## src/rtl/mem_sequencer.sv

```systemverilog
// Bus-master sequencer that turns byte/word read/write requests into MAR-load and
// byte-transfer cycles; define MEM_SEQ_BIG_ENDIAN_EN for big-endian word accesses.
module mem_sequencer #(
  parameter logic [15:0] BUS_IDLE = 16'h0000
) (
  input  logic        clk,
  input  logic        rst,
  input  logic        req,
  input  logic        we,
  input  logic        word,
  input  logic [15:0] addr,
  input  logic [15:0] wdata,
  output logic        busy,
  output logic        ack,
  output logic [15:0] rdata,
  output logic [15:0] bus_out,
  output logic        mar_write_en,
  output logic        mem_write_en,
  input  logic [7:0]  mem_out,
  output logic [2:0]  dbg_state
);

  // Handshake: req is a level sampled only in IDLE and accepted on that edge
  // (no backpressure, no queueing); ack is a one-cycle pulse in DONE with rdata valid.

`ifdef MEM_SEQ_BIG_ENDIAN_EN
  localparam bit BIG_ENDIAN = 1'b1;
`else
  localparam bit BIG_ENDIAN = 1'b0;
`endif

  typedef enum logic [2:0] {
    IDLE    = 3'd0,
    MAR_LO  = 3'd1,
    XFER_LO = 3'd2,
    MAR_HI  = 3'd3,
    XFER_HI = 3'd4,
    DONE    = 3'd5
  } state_t;

  state_t      state;
  logic        we_q;
  logic        word_q;
  logic [15:0] addr_q;
  logic [7:0]  byte_lo;   // byte destined for addr
  logic [7:0]  byte_hi;   // byte destined for addr+1
  logic [7:0]  rd_lo;     // byte read from addr
  logic        mar_q;
  logic        wr_q;

  always_ff @(posedge clk) begin
    if (rst) begin
      state   <= IDLE;
      busy    <= 1'b0;
      ack     <= 1'b0;
      rdata   <= 16'h0000;
      bus_out <= BUS_IDLE;
      mar_q   <= 1'b0;
      wr_q    <= 1'b0;
      we_q    <= 1'b0;
      word_q  <= 1'b0;
      addr_q  <= 16'h0000;
      byte_lo <= 8'h00;
      byte_hi <= 8'h00;
      rd_lo   <= 8'h00;
    end else begin
      ack     <= 1'b0;
      mar_q   <= 1'b0;
      wr_q    <= 1'b0;
      bus_out <= BUS_IDLE;
      case (state)
        IDLE: begin
          if (req) begin
            we_q    <= we;
            word_q  <= word;
            addr_q  <= addr;
            // Only word accesses are affected by byte order
            byte_lo <= (BIG_ENDIAN && word) ? wdata[15:8] : wdata[7:0];
            byte_hi <= BIG_ENDIAN ? wdata[7:0] : wdata[15:8];
            bus_out <= addr;
            mar_q   <= 1'b1;
            busy    <= 1'b1;
            state   <= MAR_LO;
          end
        end
        MAR_LO: begin
          if (we_q) begin
            bus_out <= {8'h00, byte_lo};
            wr_q    <= 1'b1;
          end
          state <= XFER_LO;
        end
        XFER_LO: begin
          if (!we_q) rd_lo <= mem_out;
          if (word_q) begin
            bus_out <= addr_q + 16'd1;
            mar_q   <= 1'b1;
            state   <= MAR_HI;
          end else begin
            if (!we_q) rdata <= {8'h00, mem_out};
            ack   <= 1'b1;
            state <= DONE;
          end
        end
        MAR_HI: begin
          if (we_q) begin
            bus_out <= {8'h00, byte_hi};
            wr_q    <= 1'b1;
          end
          state <= XFER_HI;
        end
        XFER_HI: begin
          if (!we_q) rdata <= BIG_ENDIAN ? {rd_lo, mem_out} : {mem_out, rd_lo};
          ack   <= 1'b1;
          state <= DONE;
        end
        DONE: begin
          busy  <= 1'b0;
          state <= IDLE;
        end
        default: begin
          busy  <= 1'b0;
          state <= IDLE;
        end
      endcase
    end
  end

  // Strobes are gated by rst so a reset edge can never commit a write
  assign mar_write_en = mar_q & ~rst;
  assign mem_write_en = wr_q & ~rst;
  assign dbg_state    = state;

endmodule

```

## config.mk

```make
export PLATFORM = sky130hd
export DESIGN_NAME = mem_sequencer
export DESIGN_NICKNAME = d
export VERILOG_FILES = /design/src/rtl/mem_sequencer.sv
export SDC_FILE = /design/constraint.sdc
export NUM_CORES = 1
export LEC_CHECK = 0
export CAP_MARGIN = 20
export CORE_MARGIN = 3
export CORE_UTILIZATION = 53
export CTS_CLUSTER_SIZE = 20
export DETAILED_ROUTE_END_ITERATION = 12
export PLACE_DENSITY = 0.85
export SYNTH_ARGS = -nofsm -noshare
export SYNTH_HDL_FRONTEND = slang
export SYNTH_SLANG_ARGS = --single-unit
```

## constraint.sdc

```tcl
create_clock -name clk -period 2.62 [get_ports clk]
set_clock_uncertainty 0.15 [all_clocks]
set_input_delay 0.524 -clock clk [delete_from_list [all_inputs] [get_ports clk]]
set_output_delay 0.524 -clock clk [all_outputs]
set_load 0.01 [all_outputs]
```

-- Yosys cells after proc, flatten, opt, wreduce, memory -nomap -nowiden
Index checks and enable logic that the tools add are counted.
- equality and inequality tests: 8
- reduce and logical (&&, ||, !) cells: 9
- $add $sub $neg: 1
- bitwise gates (word level): 6
- mux-type cells: 20
- operators with widths (cell ; number):
    two-way mux 16 bit ; 5
    one-hot mux 16 bit (4 select lines) ; 1
    one-hot mux 16 bit (2 select lines) ; 1
    adder 16 x 1 -> 16 bit, second input constant ; 1
    two-way mux 8 bit ; 2
    one-hot mux 3 bit (5 select lines) ; 1
    != test 2 bit, second input constant ; 4
    == test 3 x 2 -> 1 bit, second input constant ; 2
    two-way mux 3 bit ; 2
    one-hot mux 1 bit (2 select lines) ; 3
    AND reduction 2 bit ; 3
    two-way mux 1 bit ; 5
    NOT 1 bit ; 4
    AND reduction 4 bit ; 1
    OR reduction 2 bit ; 2
    OR reduction 4 bit ; 1
    == test 3 x 1 -> 1 bit, second input constant ; 1
    == test 3 bit, second input constant ; 1
    logical NOT 3 bit ; 1
    bitwise AND 1 bit ; 2
    nonzero test 2 bit ; 1
- logic and storage cells: 57
- bits of input ports: 45
- bits in registers: 81
- output and inout port bits: 39

-- Depth between registers and ports, before layout
- depth in word-level cells: 4
- mapped depth: 6
- gate-level depth less buffers: 5

-- Worst setup path after synthesis
OpenSTA, ideal clock, no wires.
- path kind: register to register
- start point: register state[1] (netlist: dbg_state[1])
- end point: register rdata[13]
- stages on the path, launching flop included: 7
- clock period less this slack: 1.821 ns
- path slack: 0.799 ns
- arrival: 1.603 ns
- setup time: 0.068 ns
- buffers on the path: 2
- data required time: 2.402 ns
- cell sequence: dfxtp_1 -> buf_4 -> or3b_4 -> a211oi_4 -> buf_6 -> nand3_2 -> a21oi_2
- longest elaborated chain between the ends: 3
- elaborated cells between the ends (all ways): 8
- those cells by class: eq/ne: 5; mux: 1; reduce/logical: 2
- ends and longest elaborated chain (item ; RTL line ; RTL):
    from (decl) ; 41 ; state_t state;
    from (signal assigned) ; 53 ; state <= IDLE;
    from (signal assigned) ; 83 ; state <= MAR_LO;
    from (signal assigned) ; 91 ; state <= XFER_LO;
    == test 3 x 2 -> 1 bit or == test 3 bit (tied branches) ; 71 ; case (state)
    != test 2 bit (no source line) or nonzero test 2 bit (tied branches) ; - ;
    AND reduction 4 bit (no source line) ; - ;
    to (signal assigned) ; 100 ; if (!we_q) rdata <= {8'h00, mem_out};
    to (signal assigned) ; 113 ; if (!we_q) rdata <= BIG_ENDIAN ? {rd_lo, mem_out} : {mem_out, rd_lo};
    to (decl) ; 15 ; output logic [15:0] rdata,
Several ways; a longest one is shown, not always the timed one.
A chain may end at the register's enable or synchronous reset.

-- Worst setup path in the final report
- start point: register state[2] (netlist: dbg_state[2])
- end point: output port dbg_state[2]
- RTL lines (item ; RTL line ; RTL):
    to (decl) ; 20 ; output logic [2:0] dbg_state
No word-level cell between the ends.

==> impl_metrics.yaml <==
status:
  status: "complete, no violations"
place:
  portBuffers: 83
  place_hpwl_um: 5800
  gp_congestion: 0.837
worst_setup_path:
  start_kind: "flop"
  r2r_cells: 5
  regToRegSetupSlack_ps: 510
  path_buf_inv: 1
  r2r_end: "rdata[11]"
  critPathKind: "flop to output pin"
  slowest_delay_ps: 730
  worstSetupEndpointType: "output pin"
  slowest_stage: "dfxtp_1"
  r2r-start: "dbg_state[2]"
  path_cells: "clkdlybuf4s50_1"
  cpLargestDelayFamily: "flip-flops"
  crit_path_max_fanout: 17
  cp.required_ps: 1950
  cp_data_arrival_time_ps: 1740
synth:
  syn_inst: 404
  synth_edf_count: 0
  synth_compound_area_share_pct: 19.2
  synthSimpleGateAreaFrac_pct: 24.6
  synth-async-reset-ratio_pct: 0
  synth_seq_area_share_pct: 46.9
  syn_avg_cell_area_sq_um: 8.56
  synth_cell_type_count: 49
  ys.flop_type: "dfxtp_1"
  synth_top_family_by_area: "simple AND/OR/NAND/NOR gates"
  synth_mux_area_share_pct: 2.64
  synth.cell_area_sq_um: 3460
  postSynthNetCount: 450
  synth_warnings: 0
  synth_fa_ha_area_share_pct: 0.362
  synth-seq-cells: 81
  synth_xor_area_share_pct: 1.52
timing:
  finalSetupViolCount: 0
  fmax_mhz: 414
  period_minus_slack_ps: 2420
  relSlewSlack_pct: 43.4
  holdWs_ps: 309
  finalHoldViolCount: 0
  rsz0062_at_grt: "false"
  tightest_slew_ps: 847
  drv_slew: 0
  finalCritPeriodShare_pct: 92.2
  tns_ps: 0
final_layout:
  fin_util_pct: 74.3
  num-nets-final: 528
  fillerInstances: 449
  areaGrowthSynthToFinish_pct: 31.7
  drive_gt1_share_pct: 9.45
  antennaDiodeCount: 0
  area.sequential_sq_um: 1620
  multi_input_comb_area_sq_um: 1670
route:
  first_pass_iters: 5
  drtIter0Drc: 244
  antenna_left: 0
  wl_per_cell_um: 14.9
  vias: 3195
  routed_via_density: 5.69
  drc: 0
  wl_um: 8390
floorplanning:
  dieArea_sq_um: 7530
  fp.dieW_um: 86.8
  start_util_pct: 56.4
  fp.coreArea_sq_um: 6130
  pin_count: 84
  num_rows: 28
  die_height_um: 86.8
clock_network:
  htreeDepth: 3
  cts_hold_buffers: 0
  clock-sinks: 81
  numCtsBuffers: 9
  clockBufferDepth: 2
  cts_root_buffer: "clkbuf_8"
  clk_latency_ps: 350
  cts_tree: "done"
  path_clk_slew_ps: 80
  cts_resized: 0
  post-cts-setup-buffers: 0
global_routing:
  grt_overflow: 0
  grt_pass1_wl_um: 14000
  grt_max_degree: 36
  grt_pass1_vias: 2988
  antenna_found_initial: 0
  grt_use_total_pct: 23.4
pwr:
  p_per_area_nw_per_um2: 622
  peakVddDrop_mv: 0.436
  power_leakage_nw: 1.56
min_path:
  min_to: "byte_lo[3]"
  hp-class: "flop to flop"
  min_from: "byte_lo[3]"
  hold_path_depth: 2
job:
  maxCapViolCount: 0
[power by group]
part,switching [W],internal [W]
clock network,0.000425,0.000591
registers,0.0000621,0.00131
logic,0.000222,0.000223
[cells in the final DEF (no fill, tap or decap), types with 5 or more instances in the layout]
| cell | count |
|---|---|
| a211oi_2 | 8 |
| a21oi_1 | 53 |
| a22oi_1 | 7 |
| a31oi_1 | 9 |
| buf_4 | 11 |
| clkbuf_8 | 11 |
| clkdlybuf4s50_1 | 82 |
| dfxtp_1 | 81 |
| mux2i_1 | 8 |
| nand2_1 | 95 |
| nand2b_1 | 10 |
| nand3_1 | 15 |
| nand4_1 | 5 |
| nor2_1 | 21 |
| nor3_1 | 5 |
| nor4_1 | 7 |
[cell type report]
class	instances	area share (%)
multi-input cells	291	36.7
flip-flops and latches	81	35.6
repair buffers	95	20.4
clock buffers	14	3.57
well taps	75	2.06
clock inverters	2	1.32
inverters	4	0.330
[cell usage after synthesis, types with 3 or more instances]
| master | count | share of area (%) |
|---|---|---|
| nand2_1 | 95 | 10 |
| nor3_1 | 5 | 0.72 |
| buf_4 | 3 | 0.65 |
| buf_6 | 3 | 0.98 |
| buf_2 | 9 | 1.3 |
| nor2_1 | 21 | 2.3 |
| xor2_1 | 4 | 1.0 |
| clkbuf_1 | 11 | 1.2 |
| dfxtp_1 | 81 | 47 |
| nand2b_1 | 10 | 1.8 |
| a31oi_1 | 9 | 1.6 |
| a21oi_1 | 53 | 7.7 |
| a22oi_1 | 7 | 1.5 |
| inv_1 | 4 | 0.43 |
| nor4_1 | 7 | 1.3 |
| nand3_1 | 15 | 2.2 |
| a211oi_2 | 8 | 2.9 |
| o21ai_0 | 4 | 0.58 |
| nand4_1 | 5 | 0.90 |
| a22o_1 | 3 | 0.76 |
| mux2i_1 | 8 | 2.3 |
[flip-flops by register name, indices dropped and copies added (netlist names)]
register and cells:
word_q 1, addr_q 16, byte_lo 8, mar_q 1, byte_hi 8, rd_lo 8, dbg_state 3, rdata 16
busy 1, bus_out 16, wr_q 1, ack 1, we_q 1
[worst register-to-register path, cell delays in order (launching register included)]
cell and delay [ps]:
dfxtp_1 730, nand2b_1 220, a211oi_4 270, buf_4 360, nand3_1 140, a21oi_1 170
[per-layer routing]
metal  wire length (um)  GRT usage (%)
met1               3740           32.0
met2               3980           36.5
met3                477           3.23
met4                193           10.8
met5                  0              0
[worst max path at each step]
| stage | startpoint | endpoint | slack (ps) | depth (start not counted) |
|---|---|---|---|---|
| 6_report | dbg_state[2] | dbg_state[2] | 200 | 1 |
| 5_1_grt | dbg_state[2] | dbg_state[2] | 90 | 1 |
| 4_1_cts | dbg_state[2] | dbg_state[2] | 200 | 1 |
| 3_5_place_dp | req | bus_out[7] | 520 | 5 |
| 3_3_place_gp | rst | mem_write_en | 580 | 3 |
| 2_1_floorplan | dbg_state[1] | rdata[13] | 800 | 6 |
[logic make-up (layout without fill, tap and decap cells)]
family,Yosys count,in the layout
muxes,9,9
buffers and inverters,32,115
xor gates and xnor gates,6,6
and+or+nand+nor,175,175
DFF,81,81
adders and majority gates,1,1
AOI/OAI and AO/OA,100,100
[metrics by stage]
stage               cells  cell area (sq um)  setup slack, ps  power (W)
CTS                   562               4550              204    0.00284
floorplan             404               3460              799    0.00164
global placement      546               4330              577    0.00182
global route          562               4550             94.5    0.00295
detailed placement    546               4330              524    0.00184
finish                562               4550              205    0.00283
Power figures use the tool's default switching activity.
